==> config.mk <==
export PLATFORM = sky130hd
export DESIGN_NAME = mc_ctrl
export DESIGN_NICKNAME = d
export VERILOG_FILES = /design/src/rtl/mc_ctrl.sv
export SDC_FILE = /design/constraint.sdc
export NUM_CORES = 1
export LEC_CHECK = 0
export ABC_AREA = 0
export CORE_MARGIN = 2
export CORE_UTILIZATION = 30
export DETAILED_ROUTE_END_ITERATION = 16
export PLACE_DENSITY_LB_ADDON = 0.3
export SYNTH_ARGS = -nofsm -noshare
export SYNTH_HDL_FRONTEND = slang
export SYNTH_SLANG_ARGS = --single-unit
==> constraint.sdc <==
create_clock -name clk -period 1.9 [get_ports clk]
set_input_delay 0.38 -clock clk [delete_from_list [all_inputs] [get_ports clk]]
set_output_delay 0.38 -clock clk [all_outputs]
set_load 0.005 [all_outputs]
==> src/rtl/mc_ctrl.sv <==
// mc_ctrl: multi-cycle main controller for the MIPS datapath (IF/ID/EX/MEM/WB).
// Latency: all outputs are combinational from state_q and inputs; state advances on each rising clk edge.
// Backpressure: IF and MEM hold while mem_ready=0, with no enables asserted.
// Ports: clk/reset (sync, active-high); opcode/funct are the IR fields; zero is the ALU flag; mem_ready is the memory handshake.
//        The outputs are the write enables (PCWr/IRWr/RegWr/MemWr), the mux selects (RegDst/WDSel/ALUSrc/PCSel), the ALU controls
//        (ALUOp/ExtOp), the current state (state_o) and the illegal-instruction pulse (illegal).
// Optional: define MC_CTRL_PERF_EN to add the cycle_cnt and instr_cnt performance counters (CNT_W bits wide).
module mc_ctrl #(
    parameter int CNT_W = 32
) (
    input  logic             clk,
    input  logic             reset,
    input  logic [5:0]       opcode,
    input  logic [5:0]       funct,
    input  logic             zero,
    input  logic             mem_ready,
    output logic             PCWr,
    output logic             IRWr,
    output logic             RegWr,
    output logic             MemWr,
    output logic [1:0]       RegDst,
    output logic [1:0]       WDSel,
    output logic             ALUSrc,
    output logic [2:0]       ALUOp,
    output logic [1:0]       ExtOp,
    output logic [1:0]       PCSel,
    output logic [2:0]       state_o,
    output logic             illegal
`ifdef MC_CTRL_PERF_EN
    ,
    output logic [CNT_W-1:0] cycle_cnt,
    output logic [CNT_W-1:0] instr_cnt
`endif
);

    typedef enum logic [2:0] {
        S_IF  = 3'd0,
        S_ID  = 3'd1,
        S_EX  = 3'd2,
        S_MEM = 3'd3,
        S_WB  = 3'd4
    } state_t;

    state_t state_q, state_d;

    // Instruction decode from the IR fields held in the datapath.
    logic is_r, is_nop, is_addu, is_subu, is_jr;
    logic is_ori, is_lui, is_lw, is_sw, is_beq, is_j, is_jal, is_exec;

    always_comb begin
        is_r    = (opcode == 6'b000000);
        is_nop  = is_r && (funct == 6'b000000);
        is_addu = is_r && (funct == 6'b100001);
        is_subu = is_r && (funct == 6'b100011);
        is_jr   = is_r && (funct == 6'b001000);
        is_ori  = (opcode == 6'b001101);
        is_lui  = (opcode == 6'b001111);
        is_lw   = (opcode == 6'b100011);
        is_sw   = (opcode == 6'b101011);
        is_beq  = (opcode == 6'b000100);
        is_j    = (opcode == 6'b000010);
        is_jal  = (opcode == 6'b000011);
        is_exec = is_addu | is_subu | is_ori | is_lui | is_lw | is_sw | is_beq;
    end

    always_ff @(posedge clk) begin
        if (reset) state_q <= S_IF;
        else       state_q <= state_d;
    end

    always_comb begin
        state_d = state_q;
        PCWr    = 1'b0;
        IRWr    = 1'b0;
        RegWr   = 1'b0;
        MemWr   = 1'b0;
        RegDst  = 2'b00;
        WDSel   = 2'b00;
        ALUSrc  = 1'b0;
        ALUOp   = 3'b000;
        ExtOp   = 2'b00;
        PCSel   = 2'b00;
        illegal = 1'b0;
        state_o = state_q;

        // ALU controls stay driven from EX through WB so the ALU result is stable
        // when MEM uses it as an address and WB writes it back.
        if (state_q == S_EX || state_q == S_MEM || state_q == S_WB) begin
            if (is_subu || is_beq) ALUOp = 3'b001;
            else if (is_ori)       ALUOp = 3'b010;
            else if (is_lui)       ALUOp = 3'b011;
            ALUSrc = is_ori | is_lui | is_lw | is_sw;
            if (is_lw || is_sw || is_beq) ExtOp = 2'b01;
        end

        case (state_q)
            S_IF: begin
                PCWr = mem_ready;
                IRWr = mem_ready;
                if (mem_ready) state_d = S_ID;
            end
            S_ID: begin
                state_d = S_IF;
                if (is_j || is_jal) begin
                    PCWr  = 1'b1;
                    PCSel = 2'b10;
                    if (is_jal) begin
                        // PC was already advanced in IF, so the link value is PC+4.
                        RegWr  = 1'b1;
                        RegDst = 2'b10;
                        WDSel  = 2'b10;
                    end
                end else if (is_jr) begin
                    PCWr  = 1'b1;
                    PCSel = 2'b11;
                end else if (is_exec) begin
                    state_d = S_EX;
                end else if (!is_nop) begin
                    illegal = 1'b1;
                end
            end
            S_EX: begin
                if (is_beq) begin
                    PCSel   = 2'b01;
                    PCWr    = zero;
                    state_d = S_IF;
                end else if (is_lw || is_sw) begin
                    state_d = S_MEM;
                end else begin
                    state_d = S_WB;
                end
            end
            S_MEM: begin
                if (mem_ready) begin
                    MemWr   = is_sw;
                    state_d = is_sw ? S_IF : S_WB;
                end
            end
            S_WB: begin
                RegWr   = 1'b1;
                RegDst  = is_r ? 2'b00 : 2'b01;
                WDSel   = is_lw ? 2'b01 : 2'b00;
                state_d = S_IF;
            end
            default: begin
                state_d = S_IF;
                state_o = 3'd0;
            end
        endcase

        // Reset overrides everything: abort the instruction with no write this cycle.
        if (reset) begin
            state_d = S_IF;
            PCWr    = 1'b0;
            IRWr    = 1'b0;
            RegWr   = 1'b0;
            MemWr   = 1'b0;
            RegDst  = 2'b00;
            WDSel   = 2'b00;
            ALUSrc  = 1'b0;
            ALUOp   = 3'b000;
            ExtOp   = 2'b00;
            PCSel   = 2'b00;
            illegal = 1'b0;
            state_o = 3'd0;
        end
    end

`ifdef MC_CTRL_PERF_EN
    logic [CNT_W-1:0] cycle_cnt_q, cycle_cnt_d;
    logic [CNT_W-1:0] instr_cnt_q, instr_cnt_d;

    always_comb begin
        cycle_cnt_d = cycle_cnt_q + 1'b1;
        instr_cnt_d = instr_cnt_q;
        // An instruction retires when control returns to IF, unless it was rejected as illegal.
        if (state_q != S_IF && state_d == S_IF && !illegal)
            instr_cnt_d = instr_cnt_q + 1'b1;
    end

    always_ff @(posedge clk) begin
        if (reset) begin
            cycle_cnt_q <= '0;
            instr_cnt_q <= '0;
        end else begin
            cycle_cnt_q <= cycle_cnt_d;
            instr_cnt_q <= instr_cnt_d;
        end
    end

    assign cycle_cnt = cycle_cnt_q;
    assign instr_cnt = instr_cnt_q;
`else
    // Counters absent; CNT_W only sizes them when they are built.
    if (CNT_W > 0) begin : g_no_perf
    end
`endif

endmodule

==> impl_metrics.toml, run 1 <==
[power]
seq_power_share = 0.190
switchingPower_mw = 0.117
p_total_mw = 0.344
p_comb_frac = 0.450
clkPwrFrac = 0.360
switching_share = 0.339
powerDensity_nw_per_um2 = 274
p_leak_nw = 0.621
internal_power_mw = 0.227
vdd_ir_drop_max_uv = 175

[synth]
ys_seq_area_frac = 0.119
netlist_top_cells_area = "dfxtp_1 (12%), nor2_1 (10%), nand3_1 (5.9%)"
ys_ff_latch = 3
ys_top_cells_by_count = "nor2_1 (14), nand3_1 (6), nor3_1 (5), nand2_1 (4), nor2b_1 (4)"
synth_top_area_share = 0.119
yosysUniqueCellTypes = 35
yosysMostFrequentCell = "nor2_1"
yosys_warnings = 0
async_reset_ff_frac = 0
synth_cells = 80
avgSynthCellArea_um2 = 6.33
syn_area_um2 = 507
synth_top_cell_by_area = "dfxtp_1"
synth-edff-count = 0
synth_ff_type = "dfxtp_1"

[timing]
whs_ns = 0.643
fmax_ghz = 0.491
skew_ns = 0.00524
setup_ws_ns = -0.138
tns_ns = -0.721
rsz0062_at_grt = "true"
maxSlewViolCount = 0
fin_crit_ns = 2.04
finalSetupViolCount = 10
finalHoldViolations = 0
timing.final.crit_share = 1.07

[cells_and_area]
num_antenna_cells = 0
syn2layout_area_growth_pct = 148
top_register = "state_q"
fin_cells = 169
biggestRegsByFlops = "state_q x3"
drive_gt1_frac = 0.647
nets = 170
largest_register_ffs = 3

[cts]
cts_tree = "done"
cts.sinks = 3
cts-root-buf = "clkbuf_4"
cts-hold-fix-buffers = 0
h-tree-depth = 1
clk_pin_slew_ns = 0.04
clk-insertion-delay-late_ns = 0.25
cts_buffers = 3
clock_path_buffers = 2

[worst_setup_path]
cp_max_fo = 2
reg2reg_slack_ns = 0.54
crit_required_ns = 1.52
crit_type = "input port to output pin"
arrival_ns = 1.66
cp-start-kind = "input port"
cp-end-kind = "output pin"

[placement]
io_buffers = 33
gp_congestion = 0.843
place_inst = 154
dp_hpwl_um = 1630

[drt]
viasPerCell = 5.40
vias = 912
dr.pass1.iters = 4
totalWireLength_um = 2560
wl_per_cell_um = 15.1
drtIter0Drc = 9
drc = 0
antenna_left = 0

[grt]
grt_antenna_before_repair = 0
grt_pass1_vias = 882
grt_pass1_wl_um = 3920
grt_usage = 0.271
grt-ovfl-total = 0
grt_max_degree = 8

[floorplanning]
die_area_um2 = 2030
ioPinCount = 36
die_x_um = 45.1
core_um2 = 1540
initial_core_util = 0.329
rows = 14
die_y_um = 45.1

[hold_path]
hp-class = "flop to flop"

[outcome]
outcome = "complete, but fails checks"
violations = "negative setup slack"

[flow_run]
drv_cap = 0
[per-stage QoR]
| step | worst slack [ns] | instance area (um^2) | utilization |
|---|---|---|---|
| finish | -0.138 | 1260 | 0.815 |
| global route | -0.196 | 1260 | 0.815 |
| CTS | -0.111 | 1220 | 0.793 |
| detailed placement | -1.03 | 1040 | 0.677 |
| global placement | -0.936 | 1040 | 0.677 |
| floorplan | 0.0812 | 510 | - |
[cell type report]
cell class,count,area (um^2)
Sequential cell,3,66.3
Fill cell,106,285
Tap cell,16,20.0
Clock buffer,4,26.3
Multi-Input combinational cell,72,578
Timing Repair Buffer,72,556
Inverter,2,10.0
[worst paths after layout]
check,start,to,depth (start not counted)
worst max-delay path,funct[5],PCSel[0],6
worst min register to register,state_q[0]$_SDFFE_PP0P_,state_q[2]$_SDFFE_PP0P_,3
worst min-delay path,state_q[0]$_SDFFE_PP0P_,state_q[2]$_SDFFE_PP0P_,3
worst max register to register,state_q[2]$_SDFFE_PP0P_,state_q[0]$_SDFFE_PP0P_,6
[placed cells by master, fill, tap and decap left out, types with 5 or more instances in the layout]
| cell | count |
|---|---|
| nor2_2 | 5 |
| buf_6 | 11 |
| nor2_1 | 6 |
| buf_4 | 33 |
| nand3_1 | 6 |
| dlygate4sd2_1 | 5 |
| buf_2 | 17 |
[power groups by stage]
stage                     registers (mW)  clock network [mW]  logic [mW]
after floorplan                   0.0678                   0      0.0366
after global placement            0.0669                   0       0.121
after detailed placement          0.0671                   0       0.125
after CTS                         0.0651               0.123       0.143
after global routing              0.0654               0.129       0.165
final                             0.0653               0.124       0.155
[critical path, cell delays in order]
cell	delay [ns]
buf_6	0.10
nor4b_4	0.27
nand4_1	0.18
or4_1	0.45
a21oi_1	0.15
buf_2	0.13
[layer usage]
| layer | routed length (um) | GRT usage | vias up |
|---|---|---|---|
| met5 | 0 | 0 | - |
| met4 | 116 | 0.153 | 0 |
| li1 | - | - | 442 |
| met1 | 940 | 0.280 | 412 |
| met3 | 155 | 0.0320 | 12 |
| met2 | 1350 | 0.514 | 46 |
[kinds of logic after synthesis]
kind of cell / count (synthesis) / synth area share
other: 1 / 0.00740
buffers and inverters: 6 / 0.0691
AND/OR/NAND/NOR: 56 / 0.630
flip-flops: 3 / 0.119
AO/OA/AOI/OAI: 14 / 0.175
[repair_timing]
action                     in CTS  in global routing
setup buffers                  11                  3
pin swaps                      26                 10
setup endpoints to repair      18                 15
resized for setup             149                 17
hold endpoints to repair        0                  0
Note: power is estimated with default switching activity, not from simulation.
==> run 2: changes to the inputs <==
ABC_AREA = unset   (was 0)
clock period = 1.75 ns   (was 1.9 ns; I/O delays follow)
==> run 2 against run 1 <==
Effect of this change: the run still ends with negative setup slack left; die area stayed put; total power is 9.9% higher; clock-buffer cell count did not move; largest cell class unchanged.
==> impl_metrics.toml, run 2 (synthesis gave the netlist of run 1 again) <==
[cells_and_area]
nets = 166
mostFrequentLayoutCell = "buf_4"
syn2layout_area_growth_pct = 150
num_antenna_cells = 0
drive_gt1_frac = 0.651
final_util = 0.821
final_cell_mix = "buf_4 (28), buf_2 (16), buf_6 (13)"
fillers = 96
final_cell_area_um2 = 1270
largest_register_ffs = 3
biggestRegsByFlops = "state_q x3"
multi_input_comb_area_um2 = 598
seqCellArea_um2 = 62.6
top_register = "state_q"
fin_cells = 165

[placement]
place_inst = 154
dp_hpwl_um = 1600
dpl-instance-area_um2 = 1050
io_buffers = 33
gp_congestion = 0.902
pre_cts_ws_ns = -0.950

[floorplanning]
die_area_um2 = 2030
rows = 14
core_um2 = 1540
die_x_um = 45.1
ioPinCount = 36
initial_core_util = 0.329
die_y_um = 45.1

[timing]
finalSetupViolCount = 15
rsz0062_at_grt = "true"
maxSlewViolCount = 0
skew_ns = 0.00713
whs_ns = 0.670
setup_ws_ns = -0.302
finalHoldViolations = 0
timing.final.crit_share = 1.17
fmax_ghz = 0.487
fin_crit_ns = 2.05

[worst_setup_path]
cp_cell_sequence = "clkdlybuf4s15_1, nor4b_4, buf_4, a21oi_1, o21ai_1, a311oi_2, buf_2"
critPathTopFamily = "compound AO/OA/AOI/OAI gates"
cp_max_fo = 2
arrival_ns = 1.70
cp-start-kind = "input port"
cp-end-kind = "output pin"
cp_slowest_stage_delay_ns = 0.27
slowest_stage = "a21oi_1"
crit_required_ns = 1.40
cp_num_buf_inv = 3
crit_type = "input port to output pin"

[cts]
cts_tree = "done"
cts_buffers = 3
cts-root-buf = "clkbuf_4"
cts.sinks = 3
clock_path_buffers = 2
cts-hold-fix-buffers = 0
h-tree-depth = 1
clk-insertion-delay-late_ns = 0.25
clk_pin_slew_ns = 0.04

[outcome]
violations = "negative setup slack"
outcome = "complete, but fails checks"

[flow_run]
drv_cap = 0

[grt]
grt_pass1_wl_um = 4040
grt_antenna_before_repair = 0
grt_pass1_vias = 941
grt_usage = 0.276
grt-ovfl-total = 0
grt_max_degree = 8

[drt]
totalWireLength_um = 2710
wl_per_cell_um = 16.4
viasPerCell = 5.62
dr.pass1.iters = 4
drtIter0Drc = 15
drc = 0
vias = 927
antenna_left = 0

[power]
powerDensity_nw_per_um2 = 298
vdd_ir_drop_max_uv = 175
p_leak_nw = 0.600

[hold_path]
hp-class = "flop to flop"
==> run 2: worst register-to-register path, stage by stage, from the launching register on <==
cell and delay [ns]:
dfxtp_2 0.33, buf_4 0.16, or3_4 0.39, nor2b_4 0.12, buf_4 0.10, buf_4 0.08
nand2b_1 0.09
==> run 2: timing repair <==
| item | CTS | global route |
|---|---|---|
| gates resized for setup | 151 | 18 |
| pin swaps | 19 | 11 |
| setup buffers | 7 | 2 |
| setup endpoints to repair | 19 | 17 |
==> run 2: path summary, 6_finish.rpt <==
path | startpoint | endpoint | slack (ns) | cells past startpoint
max reg2reg | state_q[0]$_SDFFE_PP0P_ | state_q[0]$_SDFFE_PP0P_ | 0.42 | 6
max | funct[0] | illegal | -0.30 | 7
min reg2reg | state_q[0]$_SDFFE_PP0P_ | state_q[2]$_SDFFE_PP0P_ | 0.67 | 3
min | state_q[0]$_SDFFE_PP0P_ | state_q[2]$_SDFFE_PP0P_ | 0.67 | 3
==> run 2: cell type report <==
type	count	share of cell area
repair buffers	68	0.436
inverters	2	0.00593
well taps	16	0.0158
flip-flops and latches	3	0.0494
clock buffers	4	0.0208
multi-input cells	72	0.472
==> run 2: per-layer routing <==
metal / track usage / routed length [um] / part of all wire / vias to the layer above
met1: 0.272 / 951 / 0.35 / 433
li1: - / - / - / 428
met3: 0.0440 / 159 / 0.059 / 13
met2: 0.529 / 1480 / 0.54 / 53
met5: 0 / 0 / 0 / -
met4: 0.165 / 126 / 0.046 / 0
==> run 2: per-stage QoR <==
stage,power (mW),setup TNS [ns]
finish,0.378,-2.09
global route,0.390,-2.58
CTS,0.356,-1.86
detailed placement,0.207,-13.48
global placement,0.204,-13.27
floorplan,0.114,0
==> run 2: where the power goes <==
group          leakage [nW]  switching [mW]  total [mW]  internal [mW]
combinational         0.560          0.0782       0.171         0.0928
clock                0.0150          0.0482       0.134         0.0863
sequential           0.0252         0.00151      0.0721         0.0706
==> run 3: changes to the inputs <==
ABC_CLOCK_PERIOD_IN_PS = 1750   (was unset)
CORE_MARGIN = unset   (was 2)
==> run 3 against run 2 <==
Effect of this change: the flow still finishes with violations (negative setup slack); maximum frequency is 2.9% higher; combinational power is 6% higher; largest cell class unchanged; clock power hardly changed; total power is 3.2% higher; die area is 8.7% lower; worst setup slack better by 0.057 ns; critical endpoint is now PCWr; final cell count is 3.0% higher; largest power group unchanged.
==> impl_metrics.toml, run 3 (synthesis gave the netlist of run 1 again) <==
[outcome]
outcome = "complete, but fails checks"
violations = "negative setup slack"

[cells_and_area]
drive_gt1_frac = 0.669
top_register = "state_q"
fin_cells = 170
fillers = 82
final_cell_area_um2 = 1330
num_antenna_cells = 0
final_cell_mix = "buf_4 (32), buf_6 (16), buf_2 (14)"
biggestRegsByFlops = "state_q x3"
syn2layout_area_growth_pct = 162
largest_register_ffs = 3
mostFrequentLayoutCell = "buf_4"
nets = 171

[drt]
antenna_left = 0
wl_per_cell_um = 18.9
drc = 0
drtIter0Drc = 42
vias = 990
dr.pass1.iters = 4
totalWireLength_um = 3220
viasPerCell = 5.82

[timing]
skew_ns = 0.00574
finalHoldViolations = 0
fmax_ghz = 0.501
finalSetupViolCount = 15
timing.final.crit_share = 1.14
fin_crit_ns = 1.99
maxSlewViolCount = 0
rsz0062_at_grt = "true"
whs_ns = 0.679
setup_ws_ns = -0.245

[worst_setup_path]
cp-end-kind = "output pin"
reg2reg_slack_ns = 0.38
timing.rr.start = "state_q[0]$_SDFFE_PP0P_"
critPathTopFamily = "simple AND/OR/NAND/NOR gates"
cp_slowest_stage_delay_ns = 0.41
slowest_stage = "or3b_4"
cp_cell_sequence = "or3b_4, nor2_4, buf_6, a21boi_4, o21bai_1, buf_2"
startpoint = "state_q[0]$_SDFFE_PP0P_"
cp_num_buf_inv = 2
crit_required_ns = 1.40
cp_max_fo = 3
crit_type = "flop to output pin"
arrival_ns = 1.64
cp-start-kind = "flop"

[floorplanning]
rows = 14
initial_core_util = 0.329
ioPinCount = 36
die_y_um = 43.1
die_x_um = 43.1
die_area_um2 = 1860
core_um2 = 1540

[grt]
grt_antenna_before_repair = 0
grt_max_degree = 8
grt-ovfl-total = 0
grt_usage = 0.369
grt_pass1_wl_um = 4980
grt_pass1_vias = 1028

[placement]
gp_congestion = 0.826
dpl-instance-area_um2 = 1060
io_buffers = 33
dp_hpwl_um = 1690
place_inst = 155

[cts]
cts_tree = "done"
h-tree-depth = 1
cts-root-buf = "clkbuf_4"
clk-insertion-delay-late_ns = 0.25
clk_pin_slew_ns = 0.04
cts_buffers = 3
cts.sinks = 3
clock_path_buffers = 2

[flow_run]
drv_cap = 0

[hold_path]
holdCritStartpoint = "state_q[0]$_SDFFE_PP0P_"
hp-class = "flop to flop"

[power]
p_total_mw = 0.390
p_leak_nw = 0.626
powerDensity_nw_per_um2 = 293
vdd_ir_drop_max_uv = 185
[run 3: changes by cell type in the layout (fill, tap and decap cells not counted), moves of 2 or more]
cell / before / now
buf_4: 28 / 32
buf_6: 13 / 16
nor2_4: 3 / 5
nand2_2: 0 / 2
buf_2: 16 / 14
nor2_2: 4 / 2
[run 3: worst reg2reg max path: cells and delay by family, from the launching register on]
kind,cells,cell delay (ns)
and+or+nand+nor,3,0.60
DFF,1,0.34
buffers and inverters,1,0.11
AOI/OAI and AO/OA,1,0.23
[run 3: per-layer routing]
layer  track usage  vias up  part of all wire
met4         0.236        0             0.046
met3        0.0596       18             0.064
met1         0.385      467              0.38
met2         0.666       68              0.51
met5             0        -                 0
li1              -      437                 -
[run 3: power breakdown]
part / switching [mW] / internal (mW) / total [mW] / leakage, nW
clock: 0.0495 / 0.0863 / 0.136 / 0.0150
combinational: 0.0853 / 0.0966 / 0.182 / 0.586
sequential: 0.00139 / 0.0706 / 0.0720 / 0.0257
total: 0.136 / 0.254 / 0.390 / 0.626
[run 3: worst paths after layout]
check | endpoint | cells after the start
min | state_q[2]$_SDFFE_PP0P_ | 3
max | PCWr | 6
max reg2reg | state_q[1]$_SDFFE_PP0P_ | 5
min reg2reg | state_q[2]$_SDFFE_PP0P_ | 3
[run 3: final cells by class]
cell class	instances	area (um^2)	area share
multi-input cells	72	607	0.457
repair buffers	73	602	0.453
flip-flops and latches	3	63.8	0.0480
clock buffers	4	26.3	0.0198
well taps	16	20.0	0.0151
inverters	2	10.0	0.00753
[run 3: what timing repair did]
item,CTS,global route
setup endpoints to repair,19,17
hold endpoints to repair,0,0
cloned,0,0
pin swaps,23,7
hold buffers,0,0
setup buffers,9,3
resized for setup,160,14
[run 3: through the flow]
stage	setup WS, ns	TNS, ns	utilization
2_1_floorplan	0.0349	0	-
3_5_place_dp	-0.951	-13.73	0.686
6_report	-0.245	-2.53	0.862
3_3_place_gp	-0.954	-13.16	0.686
4_1_cts	-0.255	-2.20	0.816
5_1_grt	-0.302	-3.13	0.862
